===== src/rtl/byte_packer.sv =====
// -----------------------------------------------------------------------------
// byte_packer
//   Collects a serial byte stream and assembles it into one word per four
//   accepted bytes. This is the reverse path of the word-to-byte splitter.
//   It sustains one byte per cycle and has a one-entry output buffer.
//
// Handshake (both sides): a transfer happens on a rising clk edge where
//   valid & ready are both high. A producer holds valid and data stable until
//   that transfer. out_valid is never retracted before its word is taken.
//   in_ready is combinational and does not depend on in_valid.
//
// Parameters
//   BYTE_W    : width of one byte lane; the word is 4*BYTE_W bits wide.
//   MSB_FIRST : 1 = the first accepted byte lands in the top lane of out_data.
//               0 = the first accepted byte lands in the bottom lane.
//
// Ports
//   clk        : system clock, rising edge
//   rst_n      : asynchronous active-low reset
//   in_data    : byte from source
//   in_valid   : in_data valid
//   in_ready   : packer accepts in_data this cycle
//   out_data   : assembled word
//   out_valid  : out_data holds a complete word
//   out_ready  : consumer takes out_data this cycle
//   flush      : (BYTE_PACKER_FLUSH_EN only) force emit of a partial word
//   out_bytes  : (BYTE_PACKER_FLUSH_EN only) valid byte count in out_data
//
// Optional feature macro: BYTE_PACKER_FLUSH_EN
//   When defined, this adds the flush/out_bytes ports and the partial-word
//   emit logic. When undefined, none of that logic or those ports exist.
// -----------------------------------------------------------------------------
`timescale 1ns/1ps

module byte_packer #(
  parameter int BYTE_W    = 8,
  parameter bit MSB_FIRST = 1'b1
) (
  input  logic                clk,
  input  logic                rst_n,
  input  logic [BYTE_W-1:0]   in_data,
  input  logic                in_valid,
  output logic                in_ready,
  output logic [4*BYTE_W-1:0] out_data,
  output logic                out_valid,
  input  logic                out_ready
`ifdef BYTE_PACKER_FLUSH_EN
  ,
  input  logic                flush,
  output logic [2:0]          out_bytes
`endif
);

  localparam int WORD_W = 4 * BYTE_W;

  // Assembly state: lane counter and partially built word.
  logic [1:0]        cnt;
  logic [WORD_W-1:0] acc;

  logic              byte_acc;   // byte transfer this cycle
  logic              word_acc;   // word transfer this cycle
  logic              out_free;   // output buffer empty, or being emptied now
  logic              full_fire;  // fourth byte accepted -> full word emitted
  logic              emit;       // load out_data this cycle
  logic [1:0]        lane;       // physical lane written by the current byte
  logic [WORD_W-1:0] acc_next;   // acc with the incoming byte merged in

  assign byte_acc = in_valid & in_ready;
  assign word_acc = out_valid & out_ready;
  assign out_free = ~out_valid | out_ready;

  // Lane 3 is the top of the word. In MSB-first order, byte 0 goes to lane 3.
  assign lane = MSB_FIRST ? (2'd3 - cnt) : cnt;

  always_comb begin
    acc_next = acc;
    acc_next[lane*BYTE_W +: BYTE_W] = in_data;
  end

  assign full_fire = byte_acc & (cnt == 2'd3);

`ifdef BYTE_PACKER_FLUSH_EN
  // A flush request that cannot be emitted yet is latched in flush_pend.
  // While latched, the byte side is stalled, so the partial word cannot grow
  // past what the flush is meant to capture.
  logic flush_pend;
  logic flush_req;
  logic flush_blocked;
  logic flush_fire;

  assign flush_req     = flush | flush_pend;
  assign flush_blocked = flush_req & (cnt != 2'd0) & ~out_free;
  assign in_ready      = ((cnt != 2'd3) | out_free) & ~flush_blocked;
  // A byte accepted in the same cycle joins the flushed word.
  assign flush_fire    = flush_req & out_free & ((cnt != 2'd0) | byte_acc);
  assign emit          = full_fire | flush_fire;
`else
  // Only the fourth byte can stall, and only while an older word is still
  // unconsumed.
  assign in_ready = (cnt != 2'd3) | out_free;
  assign emit     = full_fire;
`endif

  // Accumulator and lane counter.
  always_ff @(posedge clk or negedge rst_n) begin
    if (!rst_n) begin
      cnt <= 2'd0;
      acc <= '0;
    end else if (emit) begin
      cnt <= 2'd0;
      acc <= '0;
    end else if (byte_acc) begin
      cnt <= cnt + 2'd1;
      acc <= acc_next;
    end
  end

  // Output buffer. A new word and a consumed word in the same cycle swap
  // directly with out_valid held high, so the output has no bubble.
  always_ff @(posedge clk or negedge rst_n) begin
    if (!rst_n) begin
      out_data  <= '0;
      out_valid <= 1'b0;
    end else if (emit) begin
      out_data  <= byte_acc ? acc_next : acc;
      out_valid <= 1'b1;
    end else if (word_acc) begin
      out_valid <= 1'b0;
    end
  end

`ifdef BYTE_PACKER_FLUSH_EN
  // Byte count of the emitted word, and the held flush request.
  always_ff @(posedge clk or negedge rst_n) begin
    if (!rst_n) begin
      out_bytes  <= 3'd0;
      flush_pend <= 1'b0;
    end else begin
      if (emit) begin
        out_bytes <= {1'b0, cnt} + {2'b00, byte_acc};
      end
      if (flush_fire) begin
        flush_pend <= 1'b0;
      end else if (flush_blocked) begin
        flush_pend <= 1'b1;
      end
    end
  end
`endif

endmodule


===== config.mk =====
export PLATFORM = sky130hd
export DESIGN_NAME = byte_packer
export DESIGN_NICKNAME = d
export VERILOG_FILES = /design/src/rtl/byte_packer.sv
export SDC_FILE = /design/constraint.sdc
export NUM_CORES = 1
export LEC_CHECK = 0
export BUFFER_PORTS_ARGS = -buffer_cell sky130_fd_sc_hd__buf_2
export CORE_ASPECT_RATIO = 0.7
export CORE_MARGIN = 10
export CORE_UTILIZATION = 25
export DETAILED_ROUTE_END_ITERATION = 6
export GPL_TIMING_DRIVEN = 0
export SKIP_LAST_GASP = 1
export SLEW_MARGIN = 10
export SYNTH_ARGS = -nofsm -noshare
export SYNTH_HDL_FRONTEND = slang
export SYNTH_SLANG_ARGS = --single-unit

===== constraint.sdc =====
create_clock -name clk -period 2.29 [get_ports clk]
set_input_delay 0.229 -clock clk [delete_from_list [all_inputs] [get_ports clk]]
set_output_delay 0.229 -clock clk [all_outputs]
set_load 0.05 [all_outputs]

==> metrics.json, run 1 <==
{
  "die": {
    "ioPinCount": 46,
    "dieArea_um2": 17500,
    "initial_core_utilization_pct": 25.4,
    "core-area_um2": 12400,
    "floorplan_die_height_um": 114,
    "die_width_um": 154,
    "fp-row-count": 34
  },
  "final_layout": {
    "drive_above_1_share_pct": 21.7,
    "finalInstanceArea_um2": 3880,
    "layout-area-overhead-vs-synth_pct": 23.6,
    "number_of_antenna_diodes": 0,
    "layout.nets": 394
  },
  "drt": {
    "antenna_violating_nets_post_route": 0,
    "drc": 0,
    "first_pass_iters": 4,
    "vias_after_detailed_routing": 2694,
    "vias_per_cell": 4.95,
    "avgRoutedWirePerCell_um": 17.3,
    "drt_wl_total_mm": 9.43,
    "drt_first_iter_violations": 178
  },
  "job": {
    "timing.max_cap.violations": 0
  },
  "sta": {
    "timing.final.setup_violations": 0,
    "timing.final.crit_share_pct": 95.3,
    "fin_ws_ns": 0.107,
    "worstMarginPinSlew_ns": 0.560,
    "timing.slew.headroom_pct": 62.5,
    "post_layout_min_period_ns": 2.18,
    "maximum_clock_rate_mhz": 458,
    "worst_clock_skew_ns": 0.00420,
    "finalHoldViolations": 0,
    "slew_viol_final": 0,
    "setup_total_negative_slack_ns": 0
  },
  "grt": {
    "antenna_found_initial": 0,
    "maximum_number_of_pins_on_one_net_before_global_route_repair": 41,
    "grtUsageTotal_pct": 11.1,
    "first_global_vias": 2720,
    "grt_remaining_overflow": 0,
    "first_pass_grt_wire_length_mm": 15.5
  },
  "setup_path": {
    "critPathMaxStageDelay_ns": 0.48,
    "cp_max_fo": 10,
    "timing.critical_path.from_type": "flop",
    "type_of_destination_of_the_critical_path": "output pin",
    "cp_data_required_time_ns": 2.06,
    "critPathArrivalTime_ns": 1.95,
    "slowest_stage": "sky130_fd_sc_hd__dfrtp_2",
    "worstPathBufferInverterCount": 4,
    "worstSetupPathType": "flop to output pin",
    "cp_top_family": "buffers and inverters",
    "ff2ff_setup_slack_ns": 0.19,
    "timing.critical_path.cells": "ha_2 > and3b_1 > buf_2 > inv_2 > buf_4 > buf_6"
  },
  "synth": {
    "synth-async-reset-ratio_pct": 100,
    "seq_total_area_yosys_pct": 53.4,
    "synth-warning-count": 0,
    "synth_ff_type": "sky130_fd_sc_hd__dfrtp_1",
    "postSynthCellCount": 317,
    "synthesis.nets": 334,
    "postSynthAreaPerCell_um2": 9.91,
    "synthesis_stage_register_bit_count": 67,
    "netlist_area_um2": 3140,
    "synth-edff-count": 0,
    "synth_cell_types": 29
  },
  "clocking": {
    "cts-root-buf": "sky130_fd_sc_hd__clkbuf_16",
    "tritoncts": "built",
    "htree_num_levels": 3,
    "clk_transition_reported_paths_ns": 0.05,
    "clock_buffers_created_by_tritoncts": 9,
    "tritoncts_num_sinks": 67,
    "clock_tree.buffer_depth": 2,
    "clkLatencyLatePin_ns": 0.33
  },
  "placement": {
    "io_buffers": 45,
    "place_area_um2": 3590,
    "hpwlAfterDp_mm": 6.89,
    "globalplace.congestion": 0.831,
    "pre_cts_ws_ns": -0.0224
  },
  "pwr": {
    "internal_power_uw": 2990,
    "switching_power_uw": 2510,
    "share_seq_of_total_power_pct": 33.2,
    "switching_share_pct": 45.6,
    "clock_power_share_pct": 22.1,
    "share_comb_of_total_power_pct": 44.7,
    "power.leakage_uw": 0.00176,
    "power.ir.vdd_worst_mv": 0.702,
    "pwr_density_cell_nw_per_um2": 1420
  },
  "min_path": {
    "worstHoldPathType": "input pin to flop"
  },
  "outcome": {
    "outcome": "complete, no violations"
  }
}
-- logic make-up (layout without fill, tap and decap cells) --
| group | count (synthesis) | in the layout | share of synthesized area, % |
|---|---|---|---|
| buf+inv | 39 | 104 | 5.58 |
| fa+ha+maj | 5 | 5 | 1.99 |
| flops | 67 | 67 | 53.4 |
| compound gates | 124 | 124 | 21.0 |
| simple gates | 82 | 82 | 18.1 |
-- what timing repair did --
item,4_1_cts,5_1_grt
endpoints found under the hold margin,27,0
setup buffers,0,2
gates resized for setup,3,1
setup endpoints to repair,7,1
hold buffers,1,0
-- Yosys cell counts (2+ instances only) --
library cell               instances  area share, %
sky130_fd_sc_hd__nand2_1           7           0.84
sky130_fd_sc_hd__a21oi_1          33            5.3
sky130_fd_sc_hd__buf_4             4           0.96
sky130_fd_sc_hd__clkbuf_2          3           0.48
sky130_fd_sc_hd__nor2b_1           7            1.4
sky130_fd_sc_hd__buf_2             8            1.3
sky130_fd_sc_hd__o21ai_1           9            1.4
sky130_fd_sc_hd__clkbuf_1         14            1.7
sky130_fd_sc_hd__inv_1             9            1.1
sky130_fd_sc_hd__o211ai_1         13            3.1
sky130_fd_sc_hd__and2_1           12            2.4
sky130_fd_sc_hd__o21ai_0          67             11
sky130_fd_sc_hd__ha_1              5            2.0
sky130_fd_sc_hd__nand4_1          35            7.0
sky130_fd_sc_hd__dfrtp_1          67             53
sky130_fd_sc_hd__nand4b_1          2           0.56
sky130_fd_sc_hd__nand2b_1          9            1.8
sky130_fd_sc_hd__and2b_1           2           0.48
-- cells in the final DEF (no fill, tap or decap), types with 2 or more instances in the layout --
| master | count |
|---|---|
| sky130_fd_sc_hd__o21ai_0 | 67 |
| sky130_fd_sc_hd__dfrtp_1 | 66 |
| sky130_fd_sc_hd__buf_2 | 51 |
| sky130_fd_sc_hd__nand4_1 | 35 |
| sky130_fd_sc_hd__a21oi_1 | 33 |
| sky130_fd_sc_hd__clkbuf_1 | 18 |
| sky130_fd_sc_hd__o211ai_1 | 13 |
| sky130_fd_sc_hd__and2_1 | 12 |
| sky130_fd_sc_hd__inv_1 | 9 |
| sky130_fd_sc_hd__nand2b_1 | 9 |
| sky130_fd_sc_hd__o21ai_1 | 9 |
| sky130_fd_sc_hd__clkbuf_16 | 9 |
| sky130_fd_sc_hd__nand2_1 | 7 |
| sky130_fd_sc_hd__buf_4 | 7 |
| sky130_fd_sc_hd__nor2b_1 | 7 |
| sky130_fd_sc_hd__ha_1 | 4 |
| sky130_fd_sc_hd__clkbuf_2 | 3 |
| sky130_fd_sc_hd__clkinv_2 | 3 |
| sky130_fd_sc_hd__nand4b_1 | 2 |
| sky130_fd_sc_hd__and2b_1 | 2 |
-- power by group through the flow --
stage,clock [µW],combinational (µW),sequential (µW)
2_1_floorplan,0,980,2620
3_3_place_gp,0,2390,1840
3_5_place_dp,0,2440,1850
4_1_cts,1250,2450,1840
5_1_grt,1290,2680,1890
6_report,1210,2460,1830
-- per-layer routing --
metal  GRT usage [%]  routed length (µm)
met1            15.0                4520
met4            2.07                  44
met3            4.74                 655
met5               0                   0
met2            16.1                4210
-- sequential cells by signal, summed over array words and instances (netlist names) --
signal,cells
out_valid,1
cnt,2
acc,32
out_data,32
-- worst register-to-register path, stage by stage, from the launching register on --
cell and delay (ns):
sky130_fd_sc_hd__dfrtp_2 0.48, sky130_fd_sc_hd__buf_4 0.18, sky130_fd_sc_hd__ha_1 0.31, sky130_fd_sc_hd__clkbuf_1 0.44
sky130_fd_sc_hd__o211ai_1 0.32, sky130_fd_sc_hd__and2_1 0.26
-- stage by stage --
step	util (%)	power, µW	hold WS (ns)	cells
floorplan	-	3600	-0.0666	317
global placement	28.8	4230	0.462	524
detailed placement	29.0	4290	0.185	525
CTS	31.2	5540	0.216	542
global route	31.4	5850	0.221	544
finish	31.4	5500	0.221	544
-- path summary, 6_finish.rpt --
path                                 to       start  cells after the start
min                             acc[16]  in_data[0]                      3
max                            in_ready      cnt[0]                      6
min in group asynchronous  out_data[30]       rst_n                      2
max reg2reg                      acc[3]      cnt[0]                      5
max in group asynchronous   out_data[8]       rst_n                      3
min reg2reg                      acc[7]      acc[7]                      1
-- layout make-up --
| cell class | instances | area, µm² |
|---|---|---|
| timing repair buffer | 49 | 279 |
| clock inverter | 3 | 15.0 |
| sequential | 67 | 1680 |
| buffer | 29 | 138 |
| multi-input combinational | 211 | 1290 |
| inverter | 10 | 37.5 |
| tap | 162 | 203 |
| clock buffer | 13 | 240 |
| fill | 1316 | 8500 |
Note: power is estimated with default switching activity, not from simulation.
==> run 2, diff against run 1 <==
--- a/config.mk
+++ b/config.mk
@@ -5,12 +5,13 @@
 export SDC_FILE = /design/constraint.sdc
 export NUM_CORES = 1
 export LEC_CHECK = 0
-export BUFFER_PORTS_ARGS = -buffer_cell sky130_fd_sc_hd__buf_2
 export CORE_ASPECT_RATIO = 0.7
 export CORE_MARGIN = 10
 export CORE_UTILIZATION = 25
 export DETAILED_ROUTE_END_ITERATION = 6
+export DONT_BUFFER_PORTS = 1
 export GPL_TIMING_DRIVEN = 0
+export MAX_ROUTING_LAYER = met4
 export SKIP_LAST_GASP = 1
 export SLEW_MARGIN = 10
 export SYNTH_ARGS = -nofsm -noshare
==> run 2 against run 1 <==
Setup slack improved by 0.071 ns; die area unchanged; critical path depth decreased by 1; clock power increased by 12%; total power decreased by 2.2%; cell area decreased by 5.2%; non-clock buffer count decreased by 46; via count decreased by 4.2%; sequential power increased by 49%; combinational power decreased by 47%; critical path type unchanged; critical endpoint unchanged; largest power group is now sequential cells.
==> metrics.json, run 2 (same netlist as run 1, synthesis figures left out) <==
{
  "grt": {
    "first_global_vias": {"value": 2468, "change": "-9.3%"},
    "grt_remaining_overflow": {"value": 0, "change": "unchanged"},
    "grt_util_met3": {"value": 4.51, "unit": "%", "change": "-0.23 points"},
    "first_pass_grt_wire_length": {"value": 14.6, "unit": "mm", "change": "-5.6%"},
    "maximum_number_of_pins_on_one_net_before_global_route_repair": {"value": 68, "change": "+66%"},
    "grtUsageTotal": {"value": 11.0, "unit": "%", "change": "-0.14 points"},
    "globalRoute.busiestLayer": "met2",
    "use_met2": {"value": 14.6, "unit": "%", "change": "-1.5 points"},
    "antenna_found_initial": {"value": 0, "change": "unchanged"},
    "grtUsageMet1": {"value": 14.1, "unit": "%", "change": "-0.95 points"}
  },
  "final_layout": {
    "seqCellArea": {"value": 1680, "unit": "µm²", "change": "unchanged"},
    "largestRegisters": "acc x32, out_data x32, cnt x2",
    "number_of_antenna_diodes": {"value": 0, "change": "unchanged"},
    "layout.cells.most_common_list": "sky130_fd_sc_hd__o21ai_0, sky130_fd_sc_hd__dfrtp_1, sky130_fd_sc_hd__nand4_1",
    "layout-area-overhead-vs-synth_pct": 17.2,
    "layout.nets": {"value": 348, "change": "-12%"},
    "multi_input_comb_area": {"value": 1290, "unit": "µm²", "change": "unchanged"},
    "drive_above_1_share": {"value": 11.1, "unit": "%", "change": "-11 points"},
    "final_non_filler_cells": {"value": 496, "change": "-8.8%"},
    "filler_cell_count": {"value": 1278, "change": "-2.9%"},
    "most_common_cell_after_layout_fill_and_taps_aside": "sky130_fd_sc_hd__o21ai_0"
  },
  "job": {
    "timing.max_cap.violations": {"value": 0, "change": "unchanged"}
  },
  "setup_path": {
    "worstReg2RegEnd": "out_data[9]",
    "timing.critical_path.from_type": "flop",
    "r2r.worst_path.cells": {"value": 5, "change": "unchanged"},
    "cp_top_family": "buffers and inverters",
    "worstSetupPathType": "flop to output pin",
    "timing.critical_path.cells": "ha_2 > and3b_1 > buf_2 > inv_2 > buf_6",
    "critPathArrivalTime": {"value": 1.88, "unit": "ns", "change": "-0.07 ns"},
    "slowest_stage": "sky130_fd_sc_hd__dfrtp_2",
    "cp_max_fo": {"value": 11, "change": "+1"},
    "worst-path-stages": {"value": 5, "change": "-1"},
    "critPathMaxStageDelay": {"value": 0.51, "unit": "ns", "change": "+0.03 ns"},
    "timing.critical_path.from": "cnt[0]",
    "ff2ff_setup_slack": {"value": 0.18, "unit": "ns", "change": "about the same"},
    "cp_data_required_time": {"value": 2.06, "unit": "ns", "change": "about the same"},
    "worstReg2RegStart": "cnt[0]",
    "worst_setup_ep": "in_ready",
    "type_of_destination_of_the_critical_path": "output pin",
    "worstPathBufferInverterCount": {"value": 3, "change": "-1"}
  },
  "drt": {
    "drt_first_iter_violations": {"value": 222, "change": "+25%"},
    "antenna_violating_nets_post_route": {"value": 0, "change": "unchanged"},
    "avgRoutedWirePerCell": {"value": 18.7, "unit": "µm", "change": "+7.9%"},
    "drt_wl_total": {"value": 9.28, "unit": "mm", "change": "-1.6%"},
    "first_pass_iters": {"value": 4, "change": "unchanged"},
    "drc": {"value": 0, "change": "unchanged"},
    "vias_per_cell": {"value": 5.21, "change": "+5.1%"},
    "vias_after_detailed_routing": {"value": 2582, "change": "-4.2%"}
  },
  "sta": {
    "rsz0062_at_grt": "no",
    "worst_clock_skew": {"value": 0.00899, "unit": "ns", "change": "+0.00479 ns"},
    "timing.slew.headroom": {"value": 60.2, "unit": "%", "change": "-2.3 points"},
    "setup_total_negative_slack": {"value": 0, "unit": "ns", "change": "unchanged"},
    "worstMarginPinSlew": {"value": 0.597, "unit": "ns", "change": "+0.0372 ns"},
    "slew_viol_final": {"value": 0, "change": "unchanged"},
    "timing.final.crit_share": {"value": 92.2, "unit": "%", "change": "-3.1 points"},
    "timing.final.setup_violations": {"value": 0, "change": "unchanged"},
    "maximum_clock_rate": {"value": 473, "unit": "MHz", "change": "+3.4%"},
    "finalHoldViolations": {"value": 0, "change": "unchanged"},
    "post_layout_min_period": {"value": 2.11, "unit": "ns", "change": "-0.0708 ns"}
  },
  "placement": {
    "globalplace.congestion": {"value": 0.820, "change": "-1.3%"},
    "io_buffers": {"value": 0, "change": "-100%"},
    "placed_cells_incl_taps": {"value": 479, "change": "-8.8%"},
    "hpwlAfterDp": {"value": 6.71, "unit": "mm", "change": "-2.6%"}
  },
  "die": {
    "dieArea": {"value": 17500, "unit": "µm²", "change": "unchanged"},
    "ioPinCount": {"value": 46, "change": "unchanged"},
    "core-area": {"value": 12400, "unit": "µm²", "change": "unchanged"},
    "initial_core_utilization": {"value": 25.4, "unit": "%", "change": "unchanged"},
    "die_width": {"value": 154, "unit": "µm", "change": "unchanged"},
    "floorplan_die_height": {"value": 114, "unit": "µm", "change": "unchanged"},
    "fp-row-count": {"value": 34, "change": "unchanged"}
  },
  "clocking": {
    "clock_tree.buffer_depth": {"value": 2, "change": "unchanged"},
    "tritoncts": "built",
    "clkLatencyLatePin": {"value": 0.34, "unit": "ns", "change": "about the same"},
    "clock_buffers_created_by_tritoncts": {"value": 9, "change": "unchanged"},
    "cts-root-buf": "sky130_fd_sc_hd__clkbuf_16",
    "htree_num_levels": {"value": 3, "change": "unchanged"},
    "tritoncts_num_sinks": {"value": 67, "change": "unchanged"},
    "clk_transition_reported_paths": {"value": 0.05, "unit": "ns", "change": "about the same"}
  },
  "pwr": {
    "power.ir.vdd_worst": {"value": 0.603, "unit": "mV", "change": "-14%"},
    "power.leakage": {"value": 0.00154, "unit": "µW", "change": "-13%"},
    "pwr_density_cell": {"value": 1460, "unit": "nW/µm²", "change": "+3.1%"}
  },
  "min_path": {
    "worstHoldPathType": "input pin to flop"
  },
  "outcome": {
    "outcome": "complete, no violations"
  }
}
run 2: cell types whose count changed in the layout (fill, tap and decap cells not counted), sizes merged:
cell | before | now
clkinvlp | 0 | 1
bufinv | 0 | 1
clkbuf | 30 | 29
buf | 60 | 14
clkinv | 3 | 0
run 2: worst min-delay path by stage:
stage | from | to | slack [ns] | depth (start not counted)
final | in_data[0] | acc[16] | 0.04 | 2
after global routing | in_data[5] | acc[29] | 0.04 | 2
after CTS | in_data[7] | acc[15] | 0.03 | 2
after detailed placement | rst_n | out_data[26] | -0.06 | 0
after global placement | rst_n | out_data[25] | -0.06 | 0
after floorplan | rst_n | acc[0] | -0.07 | 0
run 2: repair_timing:
item / in CTS / in global routing
endpoints found under the setup margin: 2 / 2
pin swaps: 0 / 1
gates resized for setup: 1 / 2
gates cloned: 0 / 0
endpoints found under the hold margin: 67 / 0
setup buffers: 0 / 1
hold buffers: 2 / 0
run 2: power breakdown:
part	leakage, µW	switching, µW	internal (µW)	total (µW)
registers	0.000921	1150	1580	2730
clock network	0.000135	488	860	1350
logic	0.000481	816	482	1300
total	0.00154	2450	2920	5380
run 2: metrics by stage:
step / util [%] / cell area (µm²) / total power [µW] / hold WS [ns] / setup slack [ns]
floorplan: - / 3140 / 3600 / -0.0666 / 0.403
global placement: 27.0 / 3340 / 3970 / -0.0618 / 0.0752
detailed placement: 27.0 / 3340 / 4020 / -0.0621 / 0.00967
CTS: 29.6 / 3670 / 5410 / 0.0290 / 0.0419
global route: 29.7 / 3680 / 5670 / 0.0441 / 0.0478
finish: 29.7 / 3680 / 5380 / 0.0375 / 0.178
run 2: worst reg2reg max path, stage by stage (launching register included):
cell and delay, ns:
sky130_fd_sc_hd__dfrtp_2 0.54, sky130_fd_sc_hd__inv_1 0.12, sky130_fd_sc_hd__ha_1 0.49, sky130_fd_sc_hd__nor3b_4 0.45
sky130_fd_sc_hd__nand4_4 0.21, sky130_fd_sc_hd__o211ai_1 0.22
run 2: final cells by class:
type | count | share of cell area (%)
timing repair buffer | 3 | 1.22
clock buffer | 12 | 6.70
tap | 162 | 5.51
clock inverter | 2 | 1.02
buffer | 29 | 3.84
sequential | 67 | 45.6
inverter | 10 | 1.02
multi-input combinational | 211 | 35.1
run 2: layer usage:
layer | up-vias | routed length (µm)
li1 | 1179 | -
met1 | 1289 | 4150
met2 | 90 | 3980
met3 | 24 | 920
met4 | 0 | 223
met5 | - | 0
